[config.mk]
export PLATFORM = sky130hd
export DESIGN_NAME = reversi_move_scanner
export DESIGN_NICKNAME = d
export VERILOG_FILES = /design/src/rtl/reversi_move_scanner.sv
export SDC_FILE = /design/constraint.sdc
export NUM_CORES = 1
export LEC_CHECK = 0
export ABC_AREA = 1
export CAP_MARGIN = 10
export CORE_MARGIN = 1
export CORE_UTILIZATION = 50
export DETAILED_ROUTE_END_ITERATION = 8
export PLACE_DENSITY = 0.74
export SLEW_MARGIN = 20
export SYNTH_ARGS = -nofsm -noshare
export SYNTH_HDL_FRONTEND = slang
export SYNTH_SLANG_ARGS = --single-unit
[constraint.sdc]
create_clock -name clk -period 9.2 [get_ports clk]
set_input_delay 2.3 -clock clk [delete_from_list [all_inputs] [get_ports clk]]
set_output_delay 2.3 -clock clk [all_outputs]
set_load 0.01 [all_outputs]
[src/rtl/reversi_move_scanner.sv]
// Reversi move scanner: for a target cell, walks all eight directions one cell
// per clock and reports which directions capture, where each capture ends, and
// how many opponent pieces would flip in total.
module reversi_move_scanner #(
  parameter int unsigned BOARD_DIM = 8,
  localparam int unsigned CW  = $clog2(BOARD_DIM),
  localparam int unsigned EPW = 2 * CW,
  localparam int unsigned FW  = $clog2(8 * BOARD_DIM),
  localparam int unsigned NB  = 2 * BOARD_DIM * BOARD_DIM
) (
  input  logic               clk,
  input  logic               resetn,
  input  logic               start,
  input  logic [CW-1:0]      x,
  input  logic [CW-1:0]      y,
  input  logic               player_black,
  input  logic [NB-1:0]      board,
  output logic               busy,
  output logic               done,
  output logic [7:0]         valids,
  output logic [8*EPW-1:0]   end_points,
  output logic [FW-1:0]      flip_total
);

  localparam int unsigned IW = 2 * CW;
  localparam logic [CW:0] BDW = (CW+1)'(BOARD_DIM);

  typedef enum logic [1:0] {IDLE, CHECK, SCAN, DONE} state_t;

  state_t            state, state_n;
  logic [CW-1:0]     x_q, x_n, y_q, y_n;
  logic              black_q, black_n;
  logic [NB-1:0]     board_q, board_n;
  logic [2:0]        dir, dir_n;
  logic [CW-1:0]     cx, cx_n, cy, cy_n;
  logic [CW-1:0]     run, run_n;
  logic              busy_n, done_n;
  logic [7:0]        valids_n;
  logic [8*EPW-1:0]  end_points_n;
  logic [FW-1:0]     flip_total_n;

  logic [CW:0]       sx, sy;
  logic              off, term;
  logic [1:0]        scell, tcell, own_c, opp_c;

  // Cell (cx,cy) of a flattened board; caller guarantees coordinates in range.
  function automatic logic [1:0] cell_at(input logic [NB-1:0] b,
                                         input logic [CW-1:0] px,
                                         input logic [CW-1:0] py);
    logic [IW-1:0] idx;
    idx = IW'(py) * IW'(BOARD_DIM) + IW'(px);
    return b[{idx, 1'b0} +: 2];
  endfunction

  // One step in x for direction d; one extra bit so -1 and BOARD_DIM both read as off-board.
  function automatic logic [CW:0] step_x(input logic [2:0] d, input logic [CW-1:0] c);
    case (d)
      3'd1, 3'd2, 3'd3: return {1'b0, c} + (CW+1)'(1);
      3'd5, 3'd6, 3'd7: return {1'b0, c} - (CW+1)'(1);
      default:          return {1'b0, c};
    endcase
  endfunction

  // One step in y for direction d (y grows downward).
  function automatic logic [CW:0] step_y(input logic [2:0] d, input logic [CW-1:0] c);
    case (d)
      3'd0, 3'd1, 3'd7: return {1'b0, c} - (CW+1)'(1);
      3'd3, 3'd4, 3'd5: return {1'b0, c} + (CW+1)'(1);
      default:          return {1'b0, c};
    endcase
  endfunction

  // Next-state and datapath: one examined cell per SCAN cycle.
  always_comb begin
    state_n      = state;
    x_n          = x_q;
    y_n          = y_q;
    black_n      = black_q;
    board_n      = board_q;
    dir_n        = dir;
    cx_n         = cx;
    cy_n         = cy;
    run_n        = run;
    valids_n     = valids;
    end_points_n = end_points;
    flip_total_n = flip_total;
    term         = 1'b0;

    sx    = step_x(dir, cx);
    sy    = step_y(dir, cy);
    off   = (sx >= BDW) || (sy >= BDW);
    scell = cell_at(board_q, sx[CW-1:0], sy[CW-1:0]);
    tcell = cell_at(board_q, x_q, y_q);
    own_c = black_q ? 2'b01 : 2'b10;
    opp_c = black_q ? 2'b10 : 2'b01;

    case (state)
      IDLE: begin
        if (start) begin
          x_n          = x;
          y_n          = y;
          black_n      = player_black;
          board_n      = board;
          dir_n        = '0;
          run_n        = '0;
          valids_n     = '0;
          end_points_n = '0;
          flip_total_n = '0;
          state_n      = CHECK;
        end
      end
      CHECK: begin
        if (({1'b0, x_q} >= BDW) || ({1'b0, y_q} >= BDW) ||
            (tcell == 2'b01) || (tcell == 2'b10)) begin
          state_n = DONE;
        end else begin
          state_n = SCAN;
          dir_n   = '0;
          cx_n    = x_q;
          cy_n    = y_q;
          run_n   = '0;
        end
      end
      SCAN: begin
        if (off || (scell == 2'b00) || (scell == 2'b11)) begin
          term = 1'b1;
        end else if (scell == opp_c) begin
          run_n = run + CW'(1);
          cx_n  = sx[CW-1:0];
          cy_n  = sy[CW-1:0];
        end else begin
          // Own piece brackets the run only if at least one opponent lies between.
          if ((scell == own_c) && (run != '0)) begin
            valids_n[dir]                           = 1'b1;
            end_points_n[int'(dir)*EPW +: EPW]      = {sy[CW-1:0], sx[CW-1:0]};
            flip_total_n                            = flip_total + FW'(run);
          end
          term = 1'b1;
        end
        if (term) begin
          if (dir == 3'd7) begin
            state_n = DONE;
          end else begin
            dir_n = dir + 3'd1;
            cx_n  = x_q;
            cy_n  = y_q;
            run_n = '0;
          end
        end
      end
      DONE: begin
        state_n = IDLE;
      end
      default: state_n = IDLE;
    endcase

    busy_n = (state_n != IDLE);
    done_n = (state_n == DONE);
  end

  // State, datapath and output registers with synchronous active-low reset.
  always_ff @(posedge clk) begin
    if (!resetn) begin
      state      <= IDLE;
      x_q        <= '0;
      y_q        <= '0;
      black_q    <= 1'b0;
      board_q    <= '0;
      dir        <= '0;
      cx         <= '0;
      cy         <= '0;
      run        <= '0;
      busy       <= 1'b0;
      done       <= 1'b0;
      valids     <= '0;
      end_points <= '0;
      flip_total <= '0;
    end else begin
      state      <= state_n;
      x_q        <= x_n;
      y_q        <= y_n;
      black_q    <= black_n;
      board_q    <= board_n;
      dir        <= dir_n;
      cx         <= cx_n;
      cy         <= cy_n;
      run        <= run_n;
      busy       <= busy_n;
      done       <= done_n;
      valids     <= valids_n;
      end_points <= end_points_n;
      flip_total <= flip_total_n;
    end
  end

endmodule

==> metrics.md <==
| Metric | Value |
|---|---|
| Status | finished, final reports clean |
| Post-route core utilization | 0.624 |
| Reg2reg setup slack | 3.59 ns |
| Hold Crit Class | flip-flop to flip-flop |
| WL per Instance | 16.8 um |
| Worst hold path endpoint | valids[3] |
| First-pass DRT Iterations | 5 |
| Final Wtd Congestion | 0.955 |
| WP buf/inv | 6 |
| Initial Util | 0.511 |
| Area fraction of the dominant cell type after synthesis | 0.342 |
| Total grt overflow | 0 |
| Post CTS Setup Buffer Count | 0 |
| Largest net degree at the start of global routing | 250 |
| Post-Syn Nets | 2,106 |
| Post-synth EDFFs | 0 |
| Leakage | 5.93 nW |
| Max-slew violations | 0 |
| Multiplexer share of the synthesized area | 0 |
| Antenna Cells | 0 |
| Worst path depth | 25 |
| DR vias | 13,451 |
| Die height | 160 um |
| Adder-cell area share of the yosys netlist | 0.0325 |
| Area growth, synth to finish | 22.1% |
| Count leader, synth | nand2_1 |
| Yosys Warn Count | 0 |
| HP Start | valids[3] |
| IO Port Bufs | 201 |
| First-pass GRT wire length | 64.3 mm |
| Cell variety after synth | 49 |
| Nets | 2,211 |
| Min Clock Period, post-route | 5.61 ns |
| Ys flop type | dfxtp_1 |
| Critical Path AT | 6.03 ns |
| Post-Synth XOR/XNOR Area | 0.00633 |
| DIE AREA | 25,600 sq um |
| Antenna Violating Nets Remaining | 0 |
| CP max stage delay | 0.80 ns |
| Maximum vdd drop | 0.167 mV |
| Core Region | 24,400 sq um |
| Clock transition at path regs | 0.06 ns |
| Final period utilization | 0.610 |
| Core Rows | 57 |
| # fillers | 2,364 |
| Power per Cell Area | 325 nW/um^2 |
| Fmax | 0.178 GHz |
| Main combinational cell family by area after synthesis | simple AND/OR/NAND/NOR gates |
| Clk_lat worst skew | 0.53 ns |
| Post-Syn Area | 12,500 sq um |
| Initial antenna violation count | 0 |
| Area contributors post-synth | dfxtp_1, o21ai_0, nand2_1, a21oi_1, nand3_1 |
| Crit path required time | 9.62 ns |
| Syn_area_per_cell | 6.43 sq um |
| CTS buffer count | 24 |
| Ratio of cells with drive above 1 in the final layout | 0.0393 |
| Reg2reg end | flip_total[1] |
| Non-Filler Instances | 2,383 |
| CTS Root Cell | clkbuf_16 |
| Post-Syn Instances | 1,938 |
| R2R cell count | 25 |
| First DRT Iteration DRCs | 1,428 |
| Skew final | 0.0139 ns |
| Startpoint Class | flip-flop |
| RSZ-0062 raised after global routing | no |
| Worst path slowest cell | dfxtp_1 |
| Vias per inst | 5.64 |
| Crit path max-delay family | simple AND/OR/NAND/NOR gates |
| Top cells by count, synth | nand2_1, o21ai_0, a21oi_1 |
| Clk sinks | 213 |
| Largest fanout on the critical path | 64 |
| Tightest Pin Transition | 1.11 ns |
| Most used cell, CP | nand3_1 |
| DP Wirelength | 27.4 mm |
| Clock Path Buffers | 3 |
| Ys async rst share | 0 |
| CP endpoint kind | flip-flop |
| Synthesized flop and latch total | 213 |
| Final setup violating endpoints | 0 |
| Register area share after synthesis | 0.342 |
| Max-cap violations | 0 |
| Final setup TNS | 0 ns |
| Vias in the first global route | 12,381 |
| Post-CTS Hold Buffers | 0 |
| Synth Area in Simple Gates | 0.273 |
| Resized cells post-CTS | 0 |
| Max-Slew Margin vs Limit | 0.260 |
| Compound-Gate Fraction of Synth Area | 0.238 |
| Placed cells | 2,341 |
| Area leader, netlist | dfxtp_1 |
| Fin. Hold Viols | 0 |
| Critical path class | flip-flop to flip-flop |
| H-tree depth | 1 |
| Io pins | 202 |
| GRT Util Overall | 0.307 |
| Hold Crit Depth | 2 |
| Final WL | 39.9 mm |
| Origin of the critical flop-to-flop path | dir[0] |
| Die Span X | 160 um |
| TritonCTS clock tree | built |
| Residual DRC | 0 |
-- through the flow --
| step | area [sq um] | hold WS, ns | worst slack (ns) | power [mW] |
|---|---|---|---|---|
| 6_report | 15200 | 0.456 | 3.59 | 4.94 |
| 5_1_grt | 15200 | 0.482 | 3.02 | 5.31 |
| 4_1_cts | 15200 | 0.456 | 3.64 | 4.90 |
| 3_5_place_dp | 14400 | 0.445 | 3.69 | 3.91 |
| 3_3_place_gp | 14400 | 0.441 | 3.93 | 3.87 |
| 2_1_floorplan | 12500 | 0.436 | 5.44 | 3.21 |
-- layer usage --
metal | vias up | share of wire | GRT usage
li1 | 6686 | - | -
met1 | 6119 | 0.45 | 0.429
met2 | 568 | 0.44 | 0.491
met3 | 78 | 0.081 | 0.0429
met4 | 0 | 0.029 | 0.0922
met5 | - | 0 | 0
-- cell type report --
class	instances	area, sq um	share of cell area
Clock inverter	7	114	0.00748
Tap cell	324	405	0.0266
Clock buffer	35	683	0.0449
Sequential cell	213	4270	0.280
Multi-Input combinational cell	1389	6870	0.451
Timing Repair Buffer	215	2130	0.140
Inverter	200	752	0.0494
-- kinds of logic (layout without fill, tap and decap cells) --
group,after synthesis,in the layout
DFF,213,213
buffers and inverters,336,457
AOI/OAI and AO/OA,563,563
xor gates and xnor gates,9,9
and+or+nand+nor,787,787
adders and majority gates,30,30
-- report_power, final --
part	internal (mW)	switching, mW	leakage (nW)
registers	1.14	0.147	1.75
clock network	0.597	0.388	0.390
logic	0.796	1.87	3.79
-- flip-flops by register name, summed over array words and instances (netlist names), 2 cells and up --
register and flops:
state 2, x_q 3, board_q 128, cx 3, end_points 48, flip_total 6, cy 3, valids 8
run 3, y_q 3, dir 3
-- worst max-delay path by stage --
stage / from / endpoint / slack (ns)
after global placement: dir[0] / end_points[21] / 3.93
final: dir[0] / flip_total[1] / 3.59
after floorplan: dir[0] / end_points[34] / 5.44
after CTS: dir[0] / end_points[37] / 3.64
after global routing: dir[0] / flip_total[1] / 3.02
after detailed placement: dir[0] / end_points[37] / 3.69
-- worst reg2reg max path: stages (launching register included) --
cell and delay (ns):
dfxtp_1 0.80, ha_1 0.32, ha_1 0.43, inv_1 0.22, nand3_1 0.24, fa_1 0.44, inv_1 0.11, nand2_1 0.08
o21ai_2 0.33, buf_4 0.38, nand3_1 0.12, nand3_1 0.09, nand3_1 0.13, nand3_1 0.11, nand3_1 0.10, nand2_1 0.14
inv_1 0.06, nand2_2 0.08, nand3_4 0.09, o21ai_4 0.13, buf_4 0.50, nand2_4 0.15, clkinv_2 0.23, nand2_1 0.09
nand2_1 0.08, nor2_1 0.05
-- placed cells by master, fill, tap and decap left out, drive strengths merged, types with 4 or more instances in the layout --
| cell type | synthesis | layout |
|---|---|---|
| xnor2 | 4 | 4 |
| nor4 | 7 | 7 |
| or2 | 8 | 8 |
| o211ai | 10 | 10 |
| nand3 | 168 | 168 |
| nand4 | 49 | 49 |
| xor2 | 5 | 5 |
| clkbuf | 101 | 35 |
| clkinv | 4 | 8 |
| o22ai | 7 | 7 |
| o221ai | 4 | 4 |
| fa | 4 | 4 |
| nor3 | 20 | 20 |
| o21ai | 297 | 297 |
| a221oi | 4 | 4 |
| a21oi | 223 | 223 |
| dfxtp | 213 | 213 |
| ha | 26 | 26 |
| buf | 35 | 15 |
| nor2 | 172 | 172 |
| nand2 | 362 | 362 |
| inv | 196 | 196 |
| clkdlybuf4s50 | 0 | 200 |
No activity file was read; power rests on OpenSTA's default activity.
==> patch 1: new RTL, config.mk and constraints unchanged <==
Re-encode `state_t` (4 states) as one-hot, 4 bits wide.
--- a/src/rtl/reversi_move_scanner.sv
+++ b/src/rtl/reversi_move_scanner.sv
@@ -25,7 +25,7 @@
   localparam int unsigned IW = 2 * CW;
   localparam logic [CW:0] BDW = (CW+1)'(BOARD_DIM);
 
-  typedef enum logic [1:0] {IDLE, CHECK, SCAN, DONE} state_t;
+  typedef enum logic [3:0] {IDLE = 4'b0001, CHECK = 4'b0010, SCAN = 4'b0100, DONE = 4'b1000} state_t;
 
   state_t            state, state_n;
   logic [CW-1:0]     x_q, x_n, y_q, y_n;
Formal check against the unedited RTL: no difference found for any inputs over 4 cycles, from zero or initial values and one cycle with resetn low; so few cycles prove little.
==> patch 1 against the unedited design <==
Hold slack lost 0.0011 ns. Wire length shrank 1.8%. Sequential cell count grew 2. Synthesized cell count grew 0.57%. Synthesized area is essentially flat. Design area grew 0.44%. Worst setup slack lost 0.67 ns.
Power is not compared: it rests on default switching activity, and its combinational part moved more than twofold at a synthesized area within 25%.
==> patch 1: results (changes against the unedited design) <==
stage,metric,value,unit,change
power,seq_power,0.00103,W,
synthesis,synth_cells,1949,,+0.57%
drt,via_count,13610,,+1.2%
global_route,grt_max_degree,275,,+10%
timing,whs,0.455,ns,-0.00112 ns
synthesis,synth_cell_types,43,,-12%
drt,drtIter0Drc,1263,,-12%
setup_path,cp.arrival,6.72,ns,+0.69 ns
run_status,status,finished clean,,
clocking,insertion_delay,0.54,ns,
placed_design,dpl.cell_count,2355,,+0.60%
setup_path,r2r-end,flip_total[4]$_SDFFE_PN0P_,,
setup_path,crit_path_max_incr_delay,0.79,ns,
global_route,grt_pass1_vias,12500,,+0.96%
layout,nets,2222,,+0.50%
synthesis,ys_seq_area_frac,0.346,,+0.00335
layout,drive_gt1_frac,0.0376,,-0.00173
placed_design,hpwl,26.9,mm,-1.8%
timing,skew,0.0289,ns,+0.0150 ns
timing,worst_pin_slew,1.33,ns,+0.219 ns
setup_path,path_max_fanout,72,,+13%
drt,firstDrtPassIters,6,,+1
setup_path,crit_slowest_cell,o21ai_0,,
setup_path,r2r_cells,23,,-8.0%
synthesis,synthTopCellsByArea,"dfxtp_1 (35%), a21oi_1 (11%), nand2_1 (11%), o21ai_0 (9.6%), nand3_1 (8.8%)",,
setup_path,cp_top_family,buffers and inverters,,
clocking,path_clk_slew,0.06,ns,about the same
hold_path,worstHoldStart,valids[4]$_SDFFE_PN0P_,,
setup_path,regToRegSetupSlack,2.92,ns,-0.67 ns
synthesis,synth_nets,2113,,+0.33%
layout,n_fill_cell,2359,,-0.21%
global_route,grt_usage,0.302,,-0.00580
layout,reg.largest.list,"board_q: 128 flops, end_points: 48 flops, valids: 8 flops",,
hold_path,hold_path_end,valids[4]$_SDFFE_PN0P_,,
placed_design,place_congestion,0.937,,-2.0%
synthesis,synth_common_cells,"nand2_1 (349), a21oi_1 (275), o21ai_0 (240), inv_1 (239), nand3_1 (219)",,
clocking,cts_root_buffer,clkbuf_16,,
drt,wl_per_cell,16.3,um,-2.4%
drt,viasPerCell,5.68,,+0.55%
hold_path,worstHoldPathType,reg -> reg,,
global_route,grt_first_pass_wirelength,63.7,mm,-0.93%
clocking,post_cts.repair.setup_buffers,0,,unchanged
-- patch 1: cell count changes after synthesis, sizes merged, moves of 4 or more --
| cell | change |
|---|---|
| a21oi | +52 |
| buf | +11 |
| clkbuf | -12 |
| ha | -4 |
| inv | +50 |
| nand2 | -7 |
| nand3 | +53 |
| nand4 | +7 |
| nor2 | -60 |
| nor4 | -4 |
| o211ai | -5 |
| o21ai | -53 |
| o221ai | -4 |
-- patch 1: routing by layer --
| metal | vias up | wire length, um | global-route usage |
|---|---|---|---|
| met5 | - | 0 | 0 |
| met4 | 0 | 1210 | 0.106 |
| met3 | 91 | 3170 | 0.0410 |
| met2 | 618 | 17600 | 0.487 |
| met1 | 6217 | 17200 | 0.412 |
| li1 | 6684 | - | - |
-- patch 1: per-stage QoR --
step / util / setup WS [ns] / instance area [um^2]
after global placement: 0.591 / 3.30 / 14400
after floorplan: - / 5.20 / 12500
after global routing: 0.627 / 2.53 / 15300
final: 0.627 / 2.92 / 15300
after CTS: 0.626 / 3.09 / 15300
after detailed placement: 0.592 / 3.10 / 14400
-- patch 1: cells by family after synthesis --
logic type / count (synthesis) / share of synthesized area
fa+ha+maj: 26 / 0.0285
xor+xnor: 8 / 0.00562
compound gates: 544 / 0.225
flops: 215 / 0.346
buf+inv: 384 / 0.122
simple gates: 772 / 0.273
-- patch 1: final cells by class --
type / instances / share of cell area
multi-input cells: 1350 / 0.434
flip-flops and latches: 215 / 0.282
repair buffers: 218 / 0.142
inverters: 249 / 0.0613
clock buffers: 34 / 0.0437
well taps: 324 / 0.0265
clock inverters: 8 / 0.0104
-- patch 1: worst max-delay path by stage --
stage,start,depth (start not counted),end,slack [ns]
5_1_grt,dir[0]$_SDFFE_PN0P_,24,flip_total[0]$_SDFFE_PN0P_,2.53
2_1_floorplan,dir[0]$_SDFFE_PN0P_,25,end_points[40]$_SDFFE_PN0P_,5.20
3_3_place_gp,dir[0]$_SDFFE_PN0P_,24,flip_total[0]$_SDFFE_PN0P_,3.30
4_1_cts,dir[0]$_SDFFE_PN0P_,23,flip_total[4]$_SDFFE_PN0P_,3.09
3_5_place_dp,dir[0]$_SDFFE_PN0P_,24,flip_total[0]$_SDFFE_PN0P_,3.10
6_report,dir[0]$_SDFFE_PN0P_,23,flip_total[4]$_SDFFE_PN0P_,2.92
-- patch 1: worst register-to-register path, delay by kind of cell, from the launching register on --
| kind | cells | cell delay [ns] |
|---|---|---|
| buffers and inverters | 8 | 1.98 |
| AND/OR/NAND/NOR | 11 | 1.55 |
| adder cells (fa/ha/maj) | 2 | 1.02 |
| AO/OA/AOI/OAI | 2 | 0.92 |
| flip-flops | 1 | 0.74 |
==> patch 2: new RTL, config.mk and constraints unchanged <==
Made on the original files. `BOARD_DIM`: 8 -> 4.
--- a/src/rtl/reversi_move_scanner.sv
+++ b/src/rtl/reversi_move_scanner.sv
@@ -2,7 +2,7 @@
 // per clock and reports which directions capture, where each capture ends, and
 // how many opponent pieces would flip in total.
 module reversi_move_scanner #(
-  parameter int unsigned BOARD_DIM = 8,
+  parameter int unsigned BOARD_DIM = 4,
   localparam int unsigned CW  = $clog2(BOARD_DIM),
   localparam int unsigned EPW = 2 * CW,
   localparam int unsigned FW  = $clog2(8 * BOARD_DIM),
Ports: changed (5 resized); port bits go from 202 to 87. The function was not compared with the original's and may differ.
==> patch 2 against the unedited design <==
Worst setup slack gained 1.4 ns. Total power shrank 62%. Design area shrank 60%. Critical path depth shrank 4. Sequential cell count shrank 118. Synthesized cell count shrank 62%. Critical endpoint unchanged. Synthesized area shrank 60%. Wire length shrank 66%.
==> patch 2: results (changes against the unedited design) <==
stage,metric,value,unit,change
run_status,status,finished clean,,
global_route,grt_usage,0.277,,-0.0307
timing,skew,0.00980,ns,-0.00407 ns
clocking,post_cts.repair.setup_buffers,0,,unchanged
power,p_leak,2.34,nW,-61%
placed_design,post-place-ws,4.79,ns,+1.10 ns
placed_design,placed_area,5910,um^2,-59%
drt,drtIter0Drc,402,,-72%
synthesis,synthTopCellsByArea,"dfxtp_1 (38%), nand2_1 (9.6%), nor2_1 (8.4%), a21oi_1 (7.5%), o21ai_0 (6.1%)",,
timing,slew_headroom,0.396,,+0.136
synthesis,synth_cell_types,33,,-33%
power,power_combinational,0.000935,W,-65%
drt,wirelength,13.5,mm,-66%
clocking,cts_buffers,9,,-63%
synthesis,synth_nets,796,,-62%
timing,whs,0.457,ns,+0.000690 ns
floorplan,die_x,102,um,-36%
placed_design,dpl.cell_count,921,,-61%
layout,antenna_cells,0,,unchanged
clocking,clockBufferDepth,2,,-1
setup_path,worstSetupPathType,reg -> reg,,
clocking,cts_root_buffer,clkbuf_8,,
global_route,grt_max_degree,50,,-80%
layout,clock_area_frac,0.0403,,-0.0121
placed_design,port_buffers,86,,-57%
layout,n_fill_cell,917,,-61%
layout,multi_input_area,2730,um^2,-60%
placed_design,hpwl,9.62,mm,-65%
power,seqPwrFrac,0.311,,+0.050
clocking,path_clk_slew,0.09,ns,+0.03 ns
layout,final_util,0.630,,+0.00569
clocking,insertion_delay,0.37,ns,-0.16 ns
layout,n_clock_buffer,10,,-71%
layout,n_all_inverters,58,,-71%
layout,reg.largest.list,"board_q: 32 flops, end_points: 32 flops, valids: 8 flops",,
placed_design,place_congestion,0.933,,-2.3%
layout,nets,856,,-61%
synthesis,synth_warnings,0,,unchanged
synthesis,synth_common_cells,"nand2_1 (129), nor2_1 (113), dfxtp_1 (95), a21oi_1 (75), o21ai_0 (61)",,
clocking,cts_max_level,3,,+2
power,vdd_drop_max,0.000200,V,+20%
drt,firstDrtPassIters,5,,unchanged
layout,buffer_area_frac,0.145,,+0.00499
synthesis,ys_seq_area_frac,0.378,,+0.0357
clocking,post_cts.resized_instances,0,,unchanged
layout,ff_latch_area,1900,um^2,-55%
hold_path,worstHoldPathType,reg -> reg,,
layout,buffers,90,,-58%
global_route,grt_pass1_vias,4785,,-61%
layout,stdcell_count,935,,-61%
clocking,clock-sinks,95,,-55%
global_route,grt_first_pass_wirelength,22.7,mm,-65%
power,switching_share,0.470,,-0.0172
synthesis,synth_cells,739,,-62%
layout,multi_input_gates,545,,-61%
setup_path,cp.arrival,4.48,ns,-1.55 ns
power,p_int,0.000987,W,-61%
layout,drive_gt1_frac,0.0461,,+0.00680
setup_path,path_max_fanout,42,,-34%
drt,via_count,5203,,-61%
## patch 2: logic make-up after synthesis
family	after synthesis	synth area share
adder cells (fa/ha/maj)	17	0.0467
AND/OR/NAND/NOR	367	0.321
XOR/XNOR	5	0.0102
buffers and inverters	99	0.0813
flip-flops	95	0.378
AO/OA/AOI/OAI	156	0.163
## patch 2: worst paths after layout
| path | from | endpoint | slack (ns) | cells past startpoint |
|---|---|---|---|---|
| worst max-delay path | dir[0]$_SDFFE_PN0P_ | flip_total[1]$_SDFFE_PN0P_ | 4.96 | 21 |
| worst min-delay path | valids[4]$_SDFFE_PN0P_ | valids[4]$_SDFFE_PN0P_ | 0.46 | 2 |
| worst max register to register | dir[0]$_SDFFE_PN0P_ | flip_total[1]$_SDFFE_PN0P_ | 4.96 | 21 |
| worst min register to register | valids[4]$_SDFFE_PN0P_ | valids[4]$_SDFFE_PN0P_ | 0.46 | 2 |
## patch 2: worst max-delay path, cell delays in order, from the launching register on
cell	delay [ns]
dfxtp_1	0.56
ha_1	0.24
ha_1	0.36
inv_1	0.10
nand3_1	0.14
fa_1	0.43
inv_1	0.09
nand2_1	0.06
o21ai_1	0.47
nand3_1	0.16
nand3_1	0.12
nand3_1	0.14
nand2_2	0.15
nand2_1	0.06
nand2_1	0.07
nor2_2	0.04
nand2_2	0.07
nand2_4	0.23
nand2_4	0.17
clkinv_2	0.16
o21ai_0	0.20
nor2_1	0.06
## patch 2: routing by layer
| layer | up-vias | global-route usage | wire length (um) |
|---|---|---|---|
| li1 | 2585 | - | - |
| met1 | 2377 | 0.367 | 6000 |
| met2 | 207 | 0.439 | 6290 |
| met3 | 34 | 0.0499 | 922 |
| met4 | 0 | 0.124 | 305 |
| met5 | - | 0 | 0 |
